**src/rtl/bcd_tick_counter.sv**
```systemverilog
`default_nettype none
// ============================================================================
//  Module   : bcd_tick_counter
//  Purpose  : Two-digit BCD counter (default 00..59) advanced once per rising
//             edge of a divided clock. The divided clock is treated as data:
//             it is synchronised into clk_intput and edge-detected. Enable,
//             synchronous clear, checked parallel load, a wrap pulse and a
//             rejected-load pulse are provided.
//  Ports    : clk_intput  - system clock, rising edge
//             rst_n       - asynchronous active-low reset
//             clk_div_in  - divided clock, sampled only
//             en          - 1 = count on ticks, 0 = hold
//             up_dn       - 1 = up, 0 = down (only with BCD_TICK_COUNTER_DOWN_EN)
//             clr         - synchronous clear to 00 (highest priority)
//             load        - synchronous load of load_val
//             load_val    - BCD load value, [7:4] tens, [3:0] units
//             units/tens  - registered BCD digits
//             tc_pulse    - one-cycle pulse following a wrap
//             load_err    - one-cycle pulse following a rejected load
//             running     - en delayed one cycle
//  Macro    : BCD_TICK_COUNTER_DOWN_EN adds the up_dn port and down counting.
//  Revision : 1.0 - initial release
// ============================================================================
module bcd_tick_counter #(
    parameter int UNITS_MAX   = 9,
    parameter int TENS_MAX    = 5,
    parameter int SYNC_STAGES = 2
) (
    input  logic       clk_intput,
    input  logic       rst_n,
    input  logic       clk_div_in,
    input  logic       en,
`ifdef BCD_TICK_COUNTER_DOWN_EN
    input  logic       up_dn,
`endif
    input  logic       clr,
    input  logic       load,
    input  logic [7:0] load_val,
    output logic [3:0] units,
    output logic [3:0] tens,
    output logic       tc_pulse,
    output logic       load_err,
    output logic       running
);

    localparam logic [3:0] c_units_max = 4'(UNITS_MAX);
    localparam logic [3:0] c_tens_max  = 4'(TENS_MAX);

    logic [SYNC_STAGES-1:0] sync_q, sync_d;
    logic                   prev_q, prev_d;
    logic [3:0]             units_q, units_d;
    logic [3:0]             tens_q, tens_d;
    logic                   tc_pulse_q, tc_pulse_d;
    logic                   load_err_q, load_err_d;
    logic                   running_q, running_d;

    logic w_tick;
    logic w_load_ok;
    logic w_up;

    // Rising edge of the synchronised divided clock. The detector runs
    // independently of en so re-enabling never sees a stale edge.
    assign w_tick    = sync_q[SYNC_STAGES-1] & ~prev_q;
    assign w_load_ok = (load_val[7:4] <= c_tens_max) && (load_val[3:0] <= c_units_max);

`ifdef BCD_TICK_COUNTER_DOWN_EN
    assign w_up = up_dn;
`else
    assign w_up = 1'b1;
`endif

    always_comb begin
        sync_d     = {sync_q[SYNC_STAGES-2:0], clk_div_in};
        prev_d     = sync_q[SYNC_STAGES-1];
        units_d    = units_q;
        tens_d     = tens_q;
        tc_pulse_d = 1'b0;
        load_err_d = 1'b0;
        running_d  = en;

        // clr beats load beats tick; a tick lost to clr/load never wraps.
        if (clr) begin
            units_d = 4'd0;
            tens_d  = 4'd0;
        end else if (load) begin
            if (w_load_ok) begin
                units_d = load_val[3:0];
                tens_d  = load_val[7:4];
            end else begin
                load_err_d = 1'b1;
            end
        end else if (en && w_tick) begin
            if (w_up) begin
                if (units_q < c_units_max) begin
                    units_d = units_q + 4'd1;
                end else begin
                    units_d = 4'd0;
                    if (tens_q < c_tens_max) begin
                        tens_d = tens_q + 4'd1;
                    end else begin
                        tens_d     = 4'd0;
                        tc_pulse_d = 1'b1;
                    end
                end
            end else begin
                if (units_q != 4'd0) begin
                    units_d = units_q - 4'd1;
                end else begin
                    units_d = c_units_max;
                    if (tens_q != 4'd0) begin
                        tens_d = tens_q - 4'd1;
                    end else begin
                        tens_d     = c_tens_max;
                        tc_pulse_d = 1'b1;
                    end
                end
            end
        end
    end

    always_ff @(posedge clk_intput or negedge rst_n) begin
        if (!rst_n) begin
            sync_q     <= '0;
            prev_q     <= 1'b0;
            units_q    <= 4'd0;
            tens_q     <= 4'd0;
            tc_pulse_q <= 1'b0;
            load_err_q <= 1'b0;
            running_q  <= 1'b0;
        end else begin
            sync_q     <= sync_d;
            prev_q     <= prev_d;
            units_q    <= units_d;
            tens_q     <= tens_d;
            tc_pulse_q <= tc_pulse_d;
            load_err_q <= load_err_d;
            running_q  <= running_d;
        end
    end

    assign units    = units_q;
    assign tens     = tens_q;
    assign tc_pulse = tc_pulse_q;
    assign load_err = load_err_q;
    assign running  = running_q;

endmodule
`default_nettype wire

```
**config.mk**
```make
export PLATFORM = sky130hd
export DESIGN_NAME = bcd_tick_counter
export DESIGN_NICKNAME = d
export VERILOG_FILES = /design/src/rtl/bcd_tick_counter.sv
export SDC_FILE = /design/constraint.sdc
export NUM_CORES = 1
export LEC_CHECK = 0
export CELL_PAD_IN_SITES_DETAIL_PLACEMENT = 1
export CELL_PAD_IN_SITES_GLOBAL_PLACEMENT = 1
export CORE_MARGIN = 8
export CORE_UTILIZATION = 35
export DETAILED_ROUTE_END_ITERATION = 10
export PLACE_DENSITY = 0.81
export SETUP_SLACK_MARGIN = 0.1
export SYNTH_ARGS = -nofsm -noshare
export SYNTH_HDL_FRONTEND = slang
export SYNTH_SLANG_ARGS = --single-unit
```
**constraint.sdc**
```tcl
create_clock -name clk_intput -period 4.1 [get_ports clk_intput]
set_input_delay 0.615 -clock clk_intput [delete_from_list [all_inputs] [get_ports clk_intput]]
set_output_delay 0.615 -clock clk_intput [all_outputs]
set_load 0.005 [all_outputs]
```
---- Yosys cells after proc, flatten, opt, wreduce, memory -nomap -nowiden ----
Index checks and enable logic that the tools add are counted.
W data, S select, Z words.
storage, ports and cells
  register bits ........................... 14
  latch bits .............................. 0
  bits in writable memories ............... 0
  bits in read-only memories .............. 0
  bits of input ports ..................... 14
  memories ................................ 0
operators by class
  $add $sub $neg .......................... 2
  multiply operators ...................... 0
  div/mod/pow operators ................... 0
  $lt $le $gt $ge ......................... 4
  equality and inequality tests ........... 2
  shifts and indexed selects .............. 0
  multiplexer cells ....................... 19
  bitwise operators ....................... 2
  reduce and logical (&&, ||, !) cells .... 5
operator list
  operator               count
  $mux W4                11
  $add A4 B1 Y4 const B  2
  $mux W1                8
  $le A4 B3 Y1 const B   1
  $le A4 B4 Y1 const B   1
  $lt A4 B3 Y1 const B   1
  $lt A4 B4 Y1 const B   1
  $ne A3 B2 Y1 const B   1
  $ne A3 B3 Y1 const B   1
  $reduce_and A3 Y1      1
  $reduce_bool A3 Y1     1
  $logic_and A1 B1 Y1    2
  $reduce_and A2 Y1      1
  $and A1 B1 Y1          1
  $not A1 Y1             1

---- Logic depth before layout (Yosys ltp) ----
Gate-level depths: netlist (run 1).
  depth after elaboration ................. 6
  gate-level depth with buffers ........... 7
  gate-level depth less buffers ........... 7

---- Least setup slack after synthesis (run 1) ----
No wires, ideal clock.
  path kind ............................... input port to flip-flop
  start point ............................. input port load_val[2]
  end point ............................... register tens_q[2] (netlist: tens[2])
  data arrival time ....................... 1.416 ns
  required time ........................... 3.979 ns
  setup slack ............................. 2.563 ns
  cell stages on the path ................. 5
  path buffers ............................ 0
  cells stage by stage .................... o21ai_1 > nand3_1 > a21oi_4 > o21ai_2 > a22o_1
on the way
  word-level cells in the longest chain between the ends .. 4
RTL lines
  element                      line  text
  from (decl)                  38    input logic [7:0] load_val,
  $le A4 B4 Y1                 64    assign w_load_ok = (load_val[7:4] <= c_tens_max) && (load_val[3:0] <= c_units_max);
  $logic_and A1 B1 Y1          64
  $ne A3 B2 Y1 (no line)       -
  $reduce_and A3 Y1 (no line)  -
  to (signal assigned)         134   tens_q <= tens_d;
  to (decl)                    52    logic [3:0] tens_q, tens_d;
No other way between the ends.
A chain may end at the register's enable or synchronous reset.

---- Worst setup path in the final report (run 1) ----
  start point ............................. input port load
  end point ............................... register units_q[3] (netlist: units[3])
on the way
  word-level cells in the longest chain between the ends .. 2
  elaborated cells between the ends (all ways) .. 5
  classes of those cells .................. eq/ne: 1; mux: 2; reduce/logical: 2
RTL lines
  element                                                        line  text
  from (decl)                                                    37    input logic load,
  $ne A3 B2 Y1 (no line), or another cell as far along           -
  $reduce_and A2 Y1 (no line) / $mux W4 (equally long branches)  -
  to (signal assigned)                                           133   units_q <= units_d;
  to (decl)                                                      51    logic [3:0] units_q, units_d;
Several ways; a longest one is shown, not always the timed one.

==> impl_metrics.yaml, run 1 <==
layout:
  final_nets: 117
  antenna_cells: 0
  stdcell_count: 125
  drive_gt1_share_pct: 11.2
  area_delta_synth_final_pct: 41.9
  nFillCells: 243
  stdcell_area_mm2: 0.00103
global_route:
  overflow: 0
  grt_usage_pct: 11.3
  grt-busiest-layer: "met2"
  first_global_vias: 710
  grt_max_degree: 15
  met3_usage_pct: 4.59
  globalRouteMet1Util_pct: 13.8
  grtUsageMet2_pct: 18.0
  antenna_found_initial: 0
  grt_pass1_wl_um: 3190
worst_setup_path:
  crit_slowest_cell: "nor2b_1"
  crit_type: "in2reg"
  cp_cell_sequence: "clkdlybuf4s50_1 > nor2b_1 > nand2_1 > o31ai_1 > a21oi_1 > a21oi_1"
  crit_family: "simple AND/OR/NAND/NOR gates"
  cp.arrival_ns: 2.20
  endpoint_kind: "flop"
  path_max_fanout: 9
  max_stage_delay_ns: 0.56
  cp_num_buf_inv: 1
  path_common_cell: "a21oi_1"
  start_kind: "input pin"
  required_ns: 4.30
pwr:
  total_leakage_power_uw: 0.000425
  p_total_uw: 364
  peakVddDrop_mv: 0.204
  power.density_mw_per_mm2: 352
sta:
  hold_ws_ns: 0.356
  fin_crit_sh_pct: 48.8
  drv_slew: 0
  fin_crit_ns: 2.00
  setup_viol: 0
  worstMarginPinSlew_ns: 0.649
  relSlewSlack_pct: 56.6
  hold_violations: 0
  finalSetupTns_ns: 0
  rsz0062_at_grt: "no"
  fin_skew_ns: 0.00101
  clock.fmax_ghz: 0.500
clock_tree:
  cts_buffers: 3
  cts_tree: "done"
  htree_levels: 1
  clock_path_buffers: 2
  hold_buffers: 0
  cts_resized: 0
  clkSinkCount: 14
  clk_pin_slew_worst_paths_ns: 0.08
  cts_setup_buffers: 0
  clkLatencyLatePin_ns: 0.27
  clock-root-buffer: "clkbuf_4"
synthesis:
  ys_types: 28
  yosys.area_share.adder_pct: 6.86
  netlist_instances: 71
  synth_xor_area_share_pct: 0
  synth_top_family_by_area: "compound AO/OA/AOI/OAI gates"
  ys_ff_latch: 14
  seq_area_frac_synth_pct: 48.0
  synth_mux_area_share_pct: 0
  synth.avg_cell_area_um2: 10.3
  netlist_area_um2: 729
  syn_nets: 89
  synthSimpleGateAreaFrac_pct: 13.2
  ys_warn_count: 0
  synth_compound_area_share_pct: 28.1
routing:
  avgViaCountPerCell: 5.08
  routedWlPerCell_um: 14.8
  drt_wl_total_um: 1850
  vias: 635
  drtIter0Drc: 4
  detail-route-antenna-nets: 0
  drc_errors: 0
  firstDrtPassIters: 4
die:
  io_pins: 25
  core_area_mm2: 0.00196
  die_w_um: 61.7
  die_area_mm2: 0.00380
  start_util_pct: 37.2
  die_height_um: 61.7
  row_count: 16
run_status:
  status: "finished clean"
flow_run:
  drv_cap: 0
placed_design:
  portBuffers: 24
  dp.cells: 121
  place_area_um2: 998
  hpwl_um: 1590
  gp_congestion: 0.770
min_path:
  min_path_type: "reg2reg"
## logic make-up (layout without fill, tap and decap cells)
family	after synthesis	in the layout
DFF	14	14
AOI/OAI and AO/OA	26	26
and+or+nand+nor	20	20
adders and majority gates	4	4
buffers and inverters	7	34
## layout make-up
| cell class | instances | area [um^2] | share of cell area (%) |
|---|---|---|---|
| Timing Repair Buffer | 24 | 240 | 23.2 |
| Sequential cell | 14 | 350 | 33.9 |
| Tap cell | 27 | 33.8 | 3.26 |
| Multi-Input combinational cell | 50 | 352 | 34.0 |
| Inverter | 6 | 22.5 | 2.18 |
| Clock buffer | 4 | 36.3 | 3.51 |
## where the power goes
part	switching [uW]	internal, uW
combinational	46.5	55.4
sequential	15.7	152
clock	40.5	54.0
## path summary, 6_finish.rpt
path                           start         to  slack (ns)  cells past startpoint
max in group asynchronous      rst_n   units[0]        2.99                      1
max reg2reg                 units[0]    tens[2]        2.52                      7
min reg2reg                sync_q[0]  sync_q[1]        0.36                      0
min                        sync_q[0]  sync_q[1]        0.36                      0
max                             load   units[3]        2.10                      6
min in group asynchronous      rst_n   tc_pulse        0.72                      1
## layout by cell type, fill, tap and decap left out, types with 2 or more instances in the layout
cell             synthesis  layout
clkdlybuf4s50_1          0      24
dfrtp_1                 14      14
nand2_1                  7       7
a21oi_1                  7       7
inv_1                    6       6
nor2_1                   4       4
ha_1                     4       4
clkbuf_4                 0       3
nand2b_1                 2       2
nor2_2                   2       2
nand3_1                  2       2
a32oi_1                  2       2
o21ai_0                  2       2
a22o_1                   2       2
a22oi_1                  2       2
## metal layers
layer / share of wire, % / vias to the layer above / wire length, um
met5: 0 / - / 0
met4: 0.70 / 0 / 13
met3: 6.5 / 2 / 120
met2: 50 / 15 / 932
met1: 43 / 310 / 788
li1: - / 308 / -
## state kept, by name (all words and copies together) (netlist names)
name and cells:
prev_q 1, tc_pulse 1, tens 4, running 1
units 4, sync_q 2, load_err 1
## synthesized netlist by cell type
master | number | area share [%]
a21boi_0 | 1 | 1.0
a21boi_4 | 1 | 2.6
a21oi_1 | 7 | 4.8
a21oi_2 | 1 | 1.2
a21oi_4 | 1 | 2.2
a22o_1 | 2 | 2.4
a22oi_1 | 2 | 2.1
a31oi_2 | 1 | 1.7
a32o_1 | 1 | 1.4
a32oi_1 | 2 | 2.4
buf_2 | 1 | 0.69
dfrtp_1 | 14 | 48
ha_1 | 4 | 6.9
inv_1 | 6 | 3.1
nand2_1 | 7 | 3.6
nand2b_1 | 2 | 1.7
nand3_1 | 2 | 1.4
nand4b_1 | 1 | 1.2
nor2_1 | 4 | 2.1
nor2_2 | 2 | 1.7
nor2b_1 | 1 | 0.86
nor3_1 | 1 | 0.69
o211ai_1 | 1 | 1.0
o21a_1 | 1 | 1.0
o21ai_0 | 2 | 1.4
o21ai_1 | 1 | 0.69
o21ai_2 | 1 | 1.2
o31ai_1 | 1 | 1.0
## stage by stage
stage / util, % / setup WS [ns]
3_3_place_gp: 50.9 / 1.80
2_1_floorplan: - / 2.56
4_1_cts: 52.7 / 2.09
6_report: 52.7 / 2.10
3_5_place_dp: 50.9 / 1.81
5_1_grt: 52.7 / 1.96
(Power assumes the default switching activity.)
==> run 2: changes to the inputs <==
--- a/config.mk
+++ b/config.mk
@@ -8,9 +8,9 @@
 export CELL_PAD_IN_SITES_DETAIL_PLACEMENT = 1
 export CELL_PAD_IN_SITES_GLOBAL_PLACEMENT = 1
 export CORE_MARGIN = 8
-export CORE_UTILIZATION = 35
+export CORE_UTILIZATION = 29
 export DETAILED_ROUTE_END_ITERATION = 10
-export PLACE_DENSITY = 0.81
+export PLACE_DENSITY = 0.71
 export SETUP_SLACK_MARGIN = 0.1
 export SYNTH_ARGS = -nofsm -noshare
 export SYNTH_HDL_FRONTEND = slang
==> constraint.sdc (replaced) <==
create_clock -name clk_intput -period 1.7 [get_ports clk_intput]
set_input_delay 0.255 -clock clk_intput [delete_from_list [all_inputs] [get_ports clk_intput]]
set_output_delay 0.255 -clock clk_intput [all_outputs]
set_load 0.005 [all_outputs]
==> impl_metrics.yaml, run 2 (synthesized netlist as in run 1, its figures left out) <==
sta:
  worstMarginPinSlew_ns: 0.267
  relSlewSlack_pct: 82.2
  hold_ws_ns: 0.283
  hold_violations: 0
  finalSetupTns_ns: 0
  drv_slew: 0
  fin_crit_sh_pct: 89.2
  fin_skew_ns: 0.00562
  fin_ws_ns: 0.184
  clock.fmax_ghz: 0.660
  rsz0062_at_grt: "no"
  setup_viol: 0
  fin_crit_ns: 1.52
pwr:
  peakVddDrop_mv: 0.487
  power.density_mw_per_mm2: 790
  total_leakage_power_uw: 0.000471
die:
  core_area_mm2: 0.00243
  start_util_pct: 30.0
  io_pins: 25
  die_w_um: 66.2
  die_height_um: 66.2
  die_area_mm2: 0.00438
  row_count: 18
placed_design:
  portBuffers: 24
  gp_congestion: 0.781
  dpl_worst_slack_ns: -0.0353
  hpwl_um: 1750
worst_setup_path:
  regToRegSetupSlack_ns: 0.20
  required_ns: 1.44
  crit_type: "reg2out"
  cp_num_buf_inv: 1
  regToRegEndpoint: "tens[2]"
  cp.arrival_ns: 1.26
  endpoint_kind: "output port"
  crit_slowest_cell: "clkdlybuf4s50_1"
  path_max_fanout: 4
  crit_family: "buffers and inverters"
  start_kind: "flop"
  max_stage_delay_ns: 0.54
  worstSetupStartpoint: "units[3]"
  timing.rr.start: "units[1]"
  rr_worst_depth: 7
  cp_cell_sequence: "clkdlybuf4s50_1"
global_route:
  grt_usage_pct: 10.4
  antenna_found_initial: 0
  grt_max_degree: 15
  grt_pass1_wl_um: 3520
  overflow: 0
  first_global_vias: 760
routing:
  drc_errors: 0
  firstDrtPassIters: 4
  vias: 695
  drt_wl_total_um: 2130
  avgViaCountPerCell: 5.04
  routedWlPerCell_um: 15.4
  drtIter0Drc: 29
  detail-route-antenna-nets: 0
clock_tree:
  clkLatencyLatePin_ns: 0.28
  cts_buffers: 3
  clock-root-buffer: "clkbuf_4"
  clkSinkCount: 14
  clk_pin_slew_worst_paths_ns: 0.09
  htree_levels: 1
  cts_tree: "done"
  cts_setup_buffers: 0
  hold_buffers: 0
  clock_path_buffers: 2
layout:
  final_util_pct: 45.5
  antenna_cells: 0
  layout_common_cells: "clkdlybuf4s50_1, dfrtp_1, buf_4, nand2_1, a21oi_1"
  final_common_cell: "clkdlybuf4s50_1"
  area_delta_synth_final_pct: 51.8
  drive_gt1_share_pct: 20.4
  final_nets: 128
  nFillCells: 295
run_status:
  status: "finished clean"
min_path:
  min_path_type: "in2async"
flow_run:
  drv_cap: 0
run 2: cell types whose count changed in the layout (fill, tap and decap cells not counted):
cell / delta
buf_4: +11
clkbuf_8: -1
inv_1: -1
inv_2: +1
run 2: layer usage:
| layer | vias up | global-route usage [%] | share of wire, % |
|---|---|---|---|
| met5 | - | 0 | 0 |
| met4 | 0 | 3.20 | 0.99 |
| met3 | 2 | 4.24 | 8.7 |
| met2 | 27 | 17.9 | 46 |
| met1 | 331 | 11.4 | 44 |
| li1 | 335 | - | - |
run 2: repair_timing:
item | CTS | global route
setup endpoints to repair | 0 | 3
gates resized for setup | 0 | 1
hold endpoints to repair | 0 | 0
run 2: cell type report:
type	instances	area, um^2	share of cell area, %
multi-input combinational	50	352	31.8
sequential	14	350	31.6
timing repair buffer	35	323	29.2
tap	30	37.5	3.39
clock buffer	3	22.5	2.03
inverter	6	22.5	2.03
run 2: how the worst max path moves through the flow:
stage	end	slack, ns	cells after the start
6_report	units[3]	0.18	1
2_1_floorplan	tens[2]	0.24	7
3_3_place_gp	tens[2]	-0.006	6
3_5_place_dp	units[0]	-0.04	7
4_1_cts	units[3]	0.15	1
5_1_grt	units[3]	0.10	1
run 2: worst register-to-register path, stage by stage (launching register included):
cell and delay (ns):
dfrtp_1 0.42, inv_1 0.10, ha_1 0.14, nand2b_1 0.10, a21boi_4 0.22, a21oi_4 0.07, buf_4 0.15, a22o_1 0.19
run 2: power by group:
part / internal [uW] / leakage, uW / switching [uW]
Sequential: 367 / 0.000174 / 40.8
Combinational: 159 / 0.000283 / 119
Clock: 82.2 / 0.0000138 / 107
run 2: metrics by stage:
step           total power [uW]  cells  cell area (um^2)
2_1_floorplan               521     71               729
3_3_place_gp                688    135              1080
3_5_place_dp                697    135              1080
4_1_cts                     891    138              1110
5_1_grt                     935    138              1110
6_report                    875    138              1110
